## src/rtl/ibex_instr_bus_arbiter.sv

```systemverilog
// ibex_instr_bus_arbiter
//
// Shares the single instruction-side OBI port between the core fetch path
// and an auxiliary requester, for example a debug program-buffer loader or a
// cache prefill engine.
//
// Arbitration:
//   - Round-robin between the two requesters.
//   - A request that has been presented but not yet granted is locked to its
//     owner, so the bus address stays stable until the grant arrives.
//   - Each granted transaction pushes its requester ID into a small FIFO.
//     Responses are routed to the requester at the head of that FIFO.
//
// Optional feature (macro IBEX_INSTR_ARB_CNT_EN):
//   - Defined: two saturating 16-bit grant counters are built.
//   - Undefined: both counter outputs are tied to zero.
//
// Parameters:
//   MaxOutstanding  depth of the ID FIFO, 1..4. This is the maximum number of
//                   granted but unanswered transactions.
//
// Ports:
//   clk_i, rst_ni                 clock, asynchronous active-low reset
//   core_req_i/addr_i/gnt_o       core request channel
//   core_rvalid_o/rdata_o/err_o   core response channel
//   aux_*                         same, for the auxiliary requester
//   instr_req_o/addr_o/gnt_i      shared bus request channel
//   instr_rvalid_i/rdata_i/err_i  shared bus response channel
//   busy_o                        at least one transaction outstanding
//   core_grant_cnt_o              core grant counter
//   aux_grant_cnt_o               aux grant counter
//
// State   | meaning
// --------+------------------------------------------------------------
// lock_q  | a request was presented without a grant; selection is pinned
// owner_q | requester holding the lock (OwnerCore / OwnerAux)
// rr_q    | last granted requester; the other one wins the next conflict
module ibex_instr_bus_arbiter #(
  parameter int unsigned MaxOutstanding = 2
) (
  input  logic        clk_i,
  input  logic        rst_ni,

  input  logic        core_req_i,
  input  logic [31:0] core_addr_i,
  output logic        core_gnt_o,
  output logic        core_rvalid_o,
  output logic [31:0] core_rdata_o,
  output logic        core_err_o,

  input  logic        aux_req_i,
  input  logic [31:0] aux_addr_i,
  output logic        aux_gnt_o,
  output logic        aux_rvalid_o,
  output logic [31:0] aux_rdata_o,
  output logic        aux_err_o,

  output logic        instr_req_o,
  output logic [31:0] instr_addr_o,
  input  logic        instr_gnt_i,
  input  logic        instr_rvalid_i,
  input  logic [31:0] instr_rdata_i,
  input  logic        instr_err_i,

  output logic        busy_o,
  output logic [15:0] core_grant_cnt_o,
  output logic [15:0] aux_grant_cnt_o
);

  localparam logic [0:0] OwnerCore = 1'b0;
  localparam logic [0:0] OwnerAux  = 1'b1;

  localparam logic [1:0] LastPtr  = 2'(MaxOutstanding - 1);
  localparam logic [2:0] FullCnt  = 3'(MaxOutstanding);

  logic [0:0] owner_q;
  logic [0:0] rr_q;
  logic [0:0] sel;
  logic       lock_q;

  // The ID storage is sized for the largest legal depth. Only the first
  // MaxOutstanding entries are ever addressed.
  logic [3:0] id_q;
  logic [1:0] wr_ptr_q, rd_ptr_q;
  logic [2:0] cnt_q;

  logic       fifo_full, fifo_empty;
  logic       sel_req;
  logic       handshake;
  logic       push, pop;
  logic [0:0] head_id;

  // Requester selection:
  //   - While locked, the owner keeps the bus.
  //   - A conflict goes to the requester that was not granted last.
  //   - When idle, the core is selected, so the core address is forwarded.
  always_comb begin
    sel = OwnerCore;
    if (lock_q) begin
      sel = owner_q;
    end else if (core_req_i && aux_req_i) begin
      sel = ~rr_q;
    end else if (aux_req_i) begin
      sel = OwnerAux;
    end
  end

  assign fifo_full  = (cnt_q == FullCnt);
  assign fifo_empty = (cnt_q == 3'd0);

  assign sel_req      = (sel == OwnerAux) ? aux_req_i : core_req_i;
  assign instr_req_o  = sel_req & ~fifo_full;
  assign instr_addr_o = (sel == OwnerAux) ? aux_addr_i : core_addr_i;

  assign handshake  = instr_req_o & instr_gnt_i;
  assign core_gnt_o = handshake & (sel == OwnerCore);
  assign aux_gnt_o  = handshake & (sel == OwnerAux);

  assign push    = handshake;
  assign pop     = instr_rvalid_i & ~fifo_empty;
  assign head_id = id_q[rd_ptr_q];

  // A response that arrives while the FIFO is empty has no owner, so it is
  // dropped: neither requester sees it.
  assign core_rvalid_o = pop & (head_id == OwnerCore);
  assign aux_rvalid_o  = pop & (head_id == OwnerAux);
  assign core_err_o    = core_rvalid_o & instr_err_i;
  assign aux_err_o     = aux_rvalid_o & instr_err_i;
  assign core_rdata_o  = instr_rdata_i;
  assign aux_rdata_o   = instr_rdata_i;

  assign busy_o = ~fifo_empty;

  // The lock is simply "presented but not granted this cycle".
  // It drops on the handshake. It also drops if the owner withdraws its
  // request, because then instr_req_o is low. It is never set while the FIFO
  // is full, because instr_req_o is low in that state too.
  always_ff @(posedge clk_i or negedge rst_ni) begin
    if (!rst_ni) begin
      lock_q  <= 1'b0;
      owner_q <= OwnerCore;
      rr_q    <= OwnerAux;
    end else begin
      lock_q <= instr_req_o & ~instr_gnt_i;
      if (instr_req_o && !instr_gnt_i) begin
        owner_q <= sel;
      end
      if (handshake) begin
        rr_q <= sel;
      end
    end
  end

  always_ff @(posedge clk_i or negedge rst_ni) begin
    if (!rst_ni) begin
      id_q     <= '0;
      wr_ptr_q <= '0;
      rd_ptr_q <= '0;
      cnt_q    <= '0;
    end else begin
      if (push) begin
        id_q[wr_ptr_q] <= sel;
        wr_ptr_q       <= (wr_ptr_q == LastPtr) ? 2'd0 : wr_ptr_q + 2'd1;
      end
      if (pop) begin
        rd_ptr_q <= (rd_ptr_q == LastPtr) ? 2'd0 : rd_ptr_q + 2'd1;
      end
      case ({push, pop})
        2'b10:   cnt_q <= cnt_q + 3'd1;
        2'b01:   cnt_q <= cnt_q - 3'd1;
        default: cnt_q <= cnt_q;
      endcase
    end
  end

`ifdef IBEX_INSTR_ARB_CNT_EN
  logic [15:0] core_cnt_q, aux_cnt_q;

  always_ff @(posedge clk_i or negedge rst_ni) begin
    if (!rst_ni) begin
      core_cnt_q <= '0;
      aux_cnt_q  <= '0;
    end else begin
      if (core_gnt_o && (core_cnt_q != 16'hFFFF)) begin
        core_cnt_q <= core_cnt_q + 16'd1;
      end
      if (aux_gnt_o && (aux_cnt_q != 16'hFFFF)) begin
        aux_cnt_q <= aux_cnt_q + 16'd1;
      end
    end
  end

  assign core_grant_cnt_o = core_cnt_q;
  assign aux_grant_cnt_o  = aux_cnt_q;
`else
  assign core_grant_cnt_o = 16'h0000;
  assign aux_grant_cnt_o  = 16'h0000;
`endif

endmodule

```

## config.mk

```make
export PLATFORM = sky130hd
export DESIGN_NAME = ibex_instr_bus_arbiter
export DESIGN_NICKNAME = d
export VERILOG_FILES = /design/src/rtl/ibex_instr_bus_arbiter.sv
export SDC_FILE = /design/constraint.sdc
export NUM_CORES = 1
export LEC_CHECK = 0
export BUFFER_PORTS_ARGS = -buffer_cell sky130_fd_sc_hd__buf_2
export CAP_MARGIN = 20
export CELL_PAD_IN_SITES_DETAIL_PLACEMENT = 2
export CELL_PAD_IN_SITES_GLOBAL_PLACEMENT = 2
export CORE_ASPECT_RATIO = 0.7
export CORE_UTILIZATION = 15
export DETAILED_ROUTE_END_ITERATION = 16
export GPL_ROUTABILITY_DRIVEN = 0
export PLACE_DENSITY = 0.79
export SLEW_MARGIN = 20
export SYNTH_ARGS = -nofsm -noshare
export SYNTH_HDL_FRONTEND = slang
export SYNTH_SLANG_ARGS = --single-unit
```

## constraint.sdc

```tcl
create_clock -name clk_i -period 2.6 [get_ports clk_i]
set_input_delay 0.26 -clock clk_i [delete_from_list [all_inputs] [get_ports clk_i]]
set_output_delay 0.26 -clock clk_i [all_outputs]
set_load 0.005 [all_outputs]
```

# Word level (Yosys, flattened, before mapping)
# Cells that the tools add are included.
# Widths: inputs -> output; s select.
# totals
reg_bits,14
in_bits,103
output_inout_bits,136
elab_cells,54
# classes
reduce_logical,6
n_addsub,4
bitwise_logic,16
eq_ne,5
muxes,13
order_cmp,3
# op_table
op,n
$mux 32,1
$and 1x1->1,10
$eq 2x1->1 const B,3
$lt 2x3->1 const B,2
$mux 1,6
$not 1->1,6
$pmux 3 s2,1
$add 2x1->2 const B,2
$bwmux 4,1
$mux 2,2
$add 3x1->3 const B,1
$eq 3x2->1 const B,1
$logic_and 1x1->1,3
$logic_not 3->1,1
$sub 3x1->3 const B,1
$bmux 1 s2,1
$demux 1 s2,1
$eq 2x2->1 const B,1
$ge 2x1->1 const B,1
$reduce_bool 2->1,1
$logic_not 1->1,1

# Depth between registers and ports, before layout
# Gate-level depths: netlist (run 1).
# depth
word_depth,8
depth_mapped,9
depth_no_buf,8

# Worst setup path after synthesis (run 1)
# No wires, ideal clock.
# synth_timing
kind,register -> register
from,register owner_q
to,register cnt_q[2]
setup_time_ns,0.079
path_buffers,0
slack_ns,0.524
arrival_ns,1.997
stages_incl_launch_ff,9
cell_sequence,dfrtp_1 > or3b_1 > o2111ai_2 > ha_1 > inv_1 > fa_1 > xor2_1 > nor2_1 > xor2_1
# synth_via
elab_chain_len,6
# synth_rtl
item,line_no,text
"start, declared",76,logic [0:0] owner_q;
"start signal, assigned",141,owner_q <= OwnerCore;
"start signal, assigned",146,owner_q <= sel;
$mux 1 (*),99,if (lock_q) begin
$mux 1 (*),111,assign sel_req = (sel == OwnerAux) ? aux_req_i : core_req_i;
$and 1x1->1 (*),112,assign instr_req_o = sel_req & ~fifo_full;
$and 1x1->1 (*),115,assign handshake = instr_req_o & instr_gnt_i;
$eq 2x1->1 / $eq 2x2->1 (equally long branches),168,"case ({push, pop})"
$pmux 3 s2 / $reduce_bool 2->1 (equally long branches),-,
"end signal, assigned",169,2'b10: cnt_q <= cnt_q + 3'd1;
"end signal, assigned",170,2'b01: cnt_q <= cnt_q - 3'd1;
"end signal, assigned",171,default: cnt_q <= cnt_q;
"end, declared",85,logic [2:0] cnt_q;
# Mark *: on every way between the ends. The rest lies on a longest branch, timed or not.
# A chain may end at the register's enable or synchronous reset.

# Final worst setup path (run 1)
# Same ends and word-level chain as after synthesis.

==> results of run 1 <==
cell families (layout without fill, tap and decap cells):
group,after synthesis,after routing,synth area share
other,1,32,0.002049
AOI/OAI and AO/OA,8,9,0.03896
DFF,14,14,0.1921
adders and majority gates,2,2,0.01777
buffers and inverters,106,121,0.4163
xor gates and xnor gates,5,5,0.02393
and+or+nand+nor,17,17,0.05537
muxes,40,40,0.2536
how the worst max path moves through the flow:
stage / from / to / depth (start not counted)
after floorplan: owner_q / cnt_q[2] / 8
after global placement: owner_q / cnt_q[2] / 8
after detailed placement: owner_q / cnt_q[2] / 8
after CTS: rr_q / instr_addr_o[23] / 4
after global routing: owner_q / cnt_q[2] / 8
final: owner_q / cnt_q[2] / 8
flip-flops by register name, summed over array words and instances, names as in the netlist:
name      count
id_q          4
cnt_q         3
rd_ptr_q      2
wr_ptr_q      2
lock_q        1
owner_q       1
rr_q          1
power breakdown:
part | internal (mW) | switching [mW]
clock network | 0.234 | 0.0973
logic | 0.464 | 0.386
registers | 0.317 | 0.107
total | 1.02 | 0.591
per-stage QoR:
step                        util  setup slack [ns]
after floorplan                -            0.5243
final                     0.1773            0.2238
after global placement    0.1661            0.3014
after CTS                 0.1752           0.02844
after detailed placement  0.1661            0.2267
after global routing      0.1773           0.01776
cells in the mapped netlist, types with 2 or more instances:
cell	instances	area share
mux2_2	37	0.23
buf_4	96	0.39
dfrtp_1	13	0.18
nor2_1	4	0.0082
inv_1	6	0.012
xnor2_1	2	0.0096
a21boi_0	2	0.0082
and3_1	2	0.0068
buf_2	3	0.0082
nor3_1	4	0.011
xor2_1	3	0.014
or3b_1	2	0.0096
repair_timing:
item                                    4_1_cts  5_1_grt
hold buffers                                  1        0
endpoints found under the setup margin        2       16
resized for setup                             0        3
endpoints found under the hold margin        13        0
gates cloned                                  1        0
per-layer routing:
metal	global-route usage	vias to the layer above	part of all wire
met4	0.02809	0	0.012
met2	0.1399	79	0.54
met5	0	-	0
li1	-	607	-
met1	0.08496	624	0.37
met3	0.02738	8	0.079
critical path: stages (launching register included):
cell and delay, ns:
dfrtp_1 0.53, a21boi_0 0.26, o2111ai_4 0.41, ha_1 0.25
inv_1 0.06, fa_1 0.37, xor2_1 0.15, nor2_1 0.12
xor2_1 0.15
final cells by class:
type                            count  area [um^2]  share of cell area
Multi-Input combinational cell    105        873.3              0.4172
Timing Repair Buffer              111        560.5              0.2678
Sequential cell                    14        351.6              0.1680
Tap cell                          157        196.4             0.09384
Clock buffer                        4        88.84             0.04244
Inverter                            6        22.52             0.01076
==> results.sh, run 1 <==
export IMPL_grt_first_pass_wirelength_um=7534
export IMPL_maxCapViolations=0
export IMPL_hold_violations=0
export IMPL_num_rows=33
export IMPL_reg2reg_slack_ns=0.22
export IMPL_clk_pin_slew_ns=0.05
export IMPL_p_per_area_mw_per_mm2=767.3
export IMPL_finalPower_mw=1.606
export IMPL_placed_area_mm2=0.001962
export IMPL_fillers=1410
export IMPL_reg2reg_depth=8
export IMPL_report_final_slew_viol_count=0
export IMPL_skew_ns=0.001603
export IMPL_ant_nets=0
export IMPL_drtPass1Iterations=3
export IMPL_finalSetupViolations=0
export IMPL_root_buffer="clkbuf_16"
export IMPL_cts_made_buffers=3
export IMPL_worst_pin_slew_ns=0.5932
export IMPL_required_ns=2.77
export IMPL_rr_endpoint="cnt_q[2]"
export IMPL_drive_gt1_frac=0.6667
export IMPL_grt_ovfl_total=0
export IMPL_grt_start_max_net_pins=18
export IMPL_holdWs_ns=0.2722
export IMPL_hp_class="input pin to register"
export IMPL_nets=346
export IMPL_worstPathArrival_ns=2.55
export IMPL_dieWidth_um=134.0
export IMPL_cts_sinks=14
export IMPL_avgViaCountPerCell=3.320
export IMPL_hold_end="lock_q"
export IMPL_clk_latency_ns=0.25
export IMPL_dpl_hpwl_um=4357
export IMPL_start_util=0.1550
export IMPL_postLayoutCellArea_mm2=0.002093
export IMPL_synthArstFlopShare=1.000
export IMPL_coreArea_mm2=0.01181
export IMPL_p_leak_nw=1.067
export IMPL_synthFlopType="dfrtp_1"
export IMPL_cts_buffer_depth=2
export IMPL_antenna_cells=0
export IMPL_htree_levels=1
export IMPL_synth_cell_types=31
export IMPL_synth_area_mm2=0.001831
export IMPL_postSynthAreaPerCell_um2=9.484
export IMPL_synth_edf_count=0
export IMPL_finalSetupTns_ns=0
export IMPL_die_area_mm2=0.01266
export IMPL_routed_wl_um=5282
export IMPL_slew_headroom=0.6036
export IMPL_dr_total_vias=1318
export IMPL_crit_path_start_kind="register"
export IMPL_worstHoldStart="instr_gnt_i"
export IMPL_endpoint_kind="register"
export IMPL_ir_worst_vdd_uv=203.7
export IMPL_cts_tree="done"
export IMPL_ys_seq_area_frac=0.1921
export IMPL_place_inst=391
export IMPL_syn_inst=193
export IMPL_postCtsSetupRepairBufs=0
export IMPL_drc=0
export IMPL_status="completed"
export IMPL_ios=239
export IMPL_final_cell_mix="buf_2, mux2_2, conb_1, dfrtp_1, inv_1"
export IMPL_worst_path_max_fanout=9
export IMPL_die_h_um=94.43
export IMPL_yosys_warnings=0
export IMPL_fmax_ghz=0.4208
export IMPL_wire_per_inst_um=13.30
export IMPL_hold_depth=2
export IMPL_syn_to_final_growth_pct=14.35
export IMPL_fin_crit_sh=0.9139
export IMPL_antenna_found_initial=0
export IMPL_period_minus_slack_ns=2.376
export IMPL_io_buffers=110
export IMPL_fin_cells=397
export IMPL_reg2reg_from="owner_q"
export IMPL_grt_total_usage=0.07774
export IMPL_layout_commonest_cell="buf_2"
export IMPL_drtIter0Drc=8
export IMPL_first_global_vias=1402
export IMPL_grt_setup_unrepaired="false"
export IMPL_synth_seq_cells=14
export IMPL_crit_type="register to register"
Note: power is estimated with default switching activity, not from simulation.
==> run 2, diff against run 1 <==
- PLACE_DENSITY: 0.79 -> 0.95
- SETUP_SLACK_MARGIN: default -> 0.4
==> results.sh, run 2 (synthesized netlist as in run 1, its figures left out) <==
export IMPL_status="completed"
export IMPL_switching_share=0.3587
export IMPL_worstHoldStart="instr_gnt_i"
export IMPL_grt_first_pass_wirelength_um=7707
export IMPL_worst_path_max_fanout=3
export IMPL_cts_made_buffers=3
export IMPL_crit_path_start_kind="register"
export IMPL_reg2reg_from="cnt_q[0]"
export IMPL_antenna_cells=0
export IMPL_cts_tree="done"
export IMPL_finalSetupViolations=0
export IMPL_ir_worst_vdd_uv=214.3
export IMPL_clk_latency_ns=0.25
export IMPL_p_leak_nw=1.133
export IMPL_fillers=1404
export IMPL_root_buffer="clkbuf_16"
export IMPL_slew_headroom=0.6601
export IMPL_skew_ns=0.005310
export IMPL_grt_total_usage=0.08015
export IMPL_start_util=0.1550
export IMPL_drc=0
export IMPL_wire_per_inst_um=13.77
export IMPL_drtIter0Drc=29
export IMPL_place_inst=392
export IMPL_hold_violations=0
export IMPL_htree_levels=1
export IMPL_fmax_ghz=0.4677
export IMPL_finalSetupTns_ns=0
export IMPL_antenna_found_initial=0
export IMPL_grt_start_max_net_pins=24
export IMPL_io_buffers=110
export IMPL_worstPathArrival_ns=2.29
export IMPL_grt_setup_unrepaired="false"
export IMPL_nets=358
export IMPL_ant_nets=0
export IMPL_avgViaCountPerCell=3.374
export IMPL_fin_cells=409
export IMPL_maxCapViolations=0
export IMPL_cp_startpoint="cnt_q[0]"
export IMPL_p_int_mw=1.137
export IMPL_grt_ovfl_total=0
export IMPL_clock_power_share=0.186
export IMPL_worst_pin_slew_ns=0.5053
export IMPL_top_register="id_q"
export IMPL_seqCellArea_um2=354.1
export IMPL_die_h_um=94.43
export IMPL_drtPass1Iterations=2
export IMPL_num_rows=33
export IMPL_switchingPower_uw=636.2
export IMPL_dpl_hpwl_um=4514
export IMPL_power_frac_seq=0.228
export IMPL_largest_reg_flops=4
export IMPL_cts_sinks=14
export IMPL_first_global_vias=1402
export IMPL_reg_top3="id_q x4, cnt_q x3"
export IMPL_cts_buffer_depth=2
export IMPL_dr_total_vias=1380
export IMPL_routed_wl_um=5630
export IMPL_ios=239
export IMPL_dieWidth_um=134.0
export IMPL_fin_crit_sh=0.8224
export IMPL_crit_type="register to register"
export IMPL_layout_commonest_cell="buf_2"
export IMPL_endpoint_kind="register"
export IMPL_period_minus_slack_ns=2.138
export IMPL_finalPower_mw=1.773
export IMPL_hp_class="input pin to register"
export IMPL_drive_gt1_frac=0.7183
export IMPL_required_ns=2.75
export IMPL_coreArea_mm2=0.01181
export IMPL_multi_input_area_um2=879.6
export IMPL_p_per_area_mw_per_mm2=801.6
export IMPL_die_area_mm2=0.01266
export IMPL_syn_to_final_growth_pct=20.85
export IMPL_final_cell_mix="buf_2, mux2_2, conb_1, buf_4, dfrtp_1"
export IMPL_report_final_slew_viol_count=0
export IMPL_clk_pin_slew_ns=0.05
export IMPL_power_frac_comb=0.586
run 2: worst paths after layout:
check                           end  slack (ns)  cells after the start
min in group asynchronous   id_q[0]        0.46                      2
max reg2reg                cnt_q[2]        0.46                      8
max                        cnt_q[2]        0.46                      8
min                          lock_q        0.27                      2
max in group asynchronous      rr_q        1.84                      2
min reg2reg                 id_q[1]        0.51                      1
run 2: final cells by class:
cell class	count	area share
Clock buffer	4	0.04016
Inverter	6	0.01018
Multi-Input combinational cell	104	0.3976
Sequential cell	14	0.1601
Tap cell	157	0.08880
Timing Repair Buffer	124	0.3032
run 2: worst max-delay path, stage by stage, from the launching register on:
cell and delay, ns:
dfrtp_1 0.41, or3b_4 0.43, o2111ai_4 0.12, ha_2 0.22, inv_1 0.05, fa_2 0.34
xor2_2 0.16, nor2_2 0.10, xor2_1 0.21
run 2: repair_timing:
item	in CTS	in global routing
endpoints found under the hold margin	13	0
gates resized for setup	7	5
hold buffers	1	0
setup buffers	8	4
endpoints found under the setup margin	25	33
pin swaps	4	6
run 2: through the flow:
step / hold slack [ns] / util / instance area, um^2 / setup slack (ns)
2_1_floorplan: -0.03559 / - / 1947 / 0.5243
3_3_place_gp: 0.1612 / 0.1678 / 1982 / 0.4098
3_5_place_dp: 0.1735 / 0.1678 / 1982 / 0.1874
4_1_cts: 0.2421 / 0.1825 / 2155 / 0.4244
5_1_grt: 0.2673 / 0.1873 / 2212 / 0.3775
6_report: 0.2661 / 0.1873 / 2212 / 0.4617
run 2: per-layer routing:
metal  share of wire  track usage  up-vias
met5               0            0        -
met4           0.017      0.04213        0
met3           0.068      0.02415        7
met2            0.55       0.1369       81
met1            0.36      0.09100      666
li1                -            -      626
run 2: power by group through the flow:
stage	Clock [mW]	Combinational [mW]	Sequential (mW)
floorplan	0	0.659	0.375
global placement	0	0.832	0.391
detailed placement	0	0.882	0.406
CTS	0.333	0.992	0.395
global route	0.349	1.14	0.413
finish	0.330	1.04	0.404
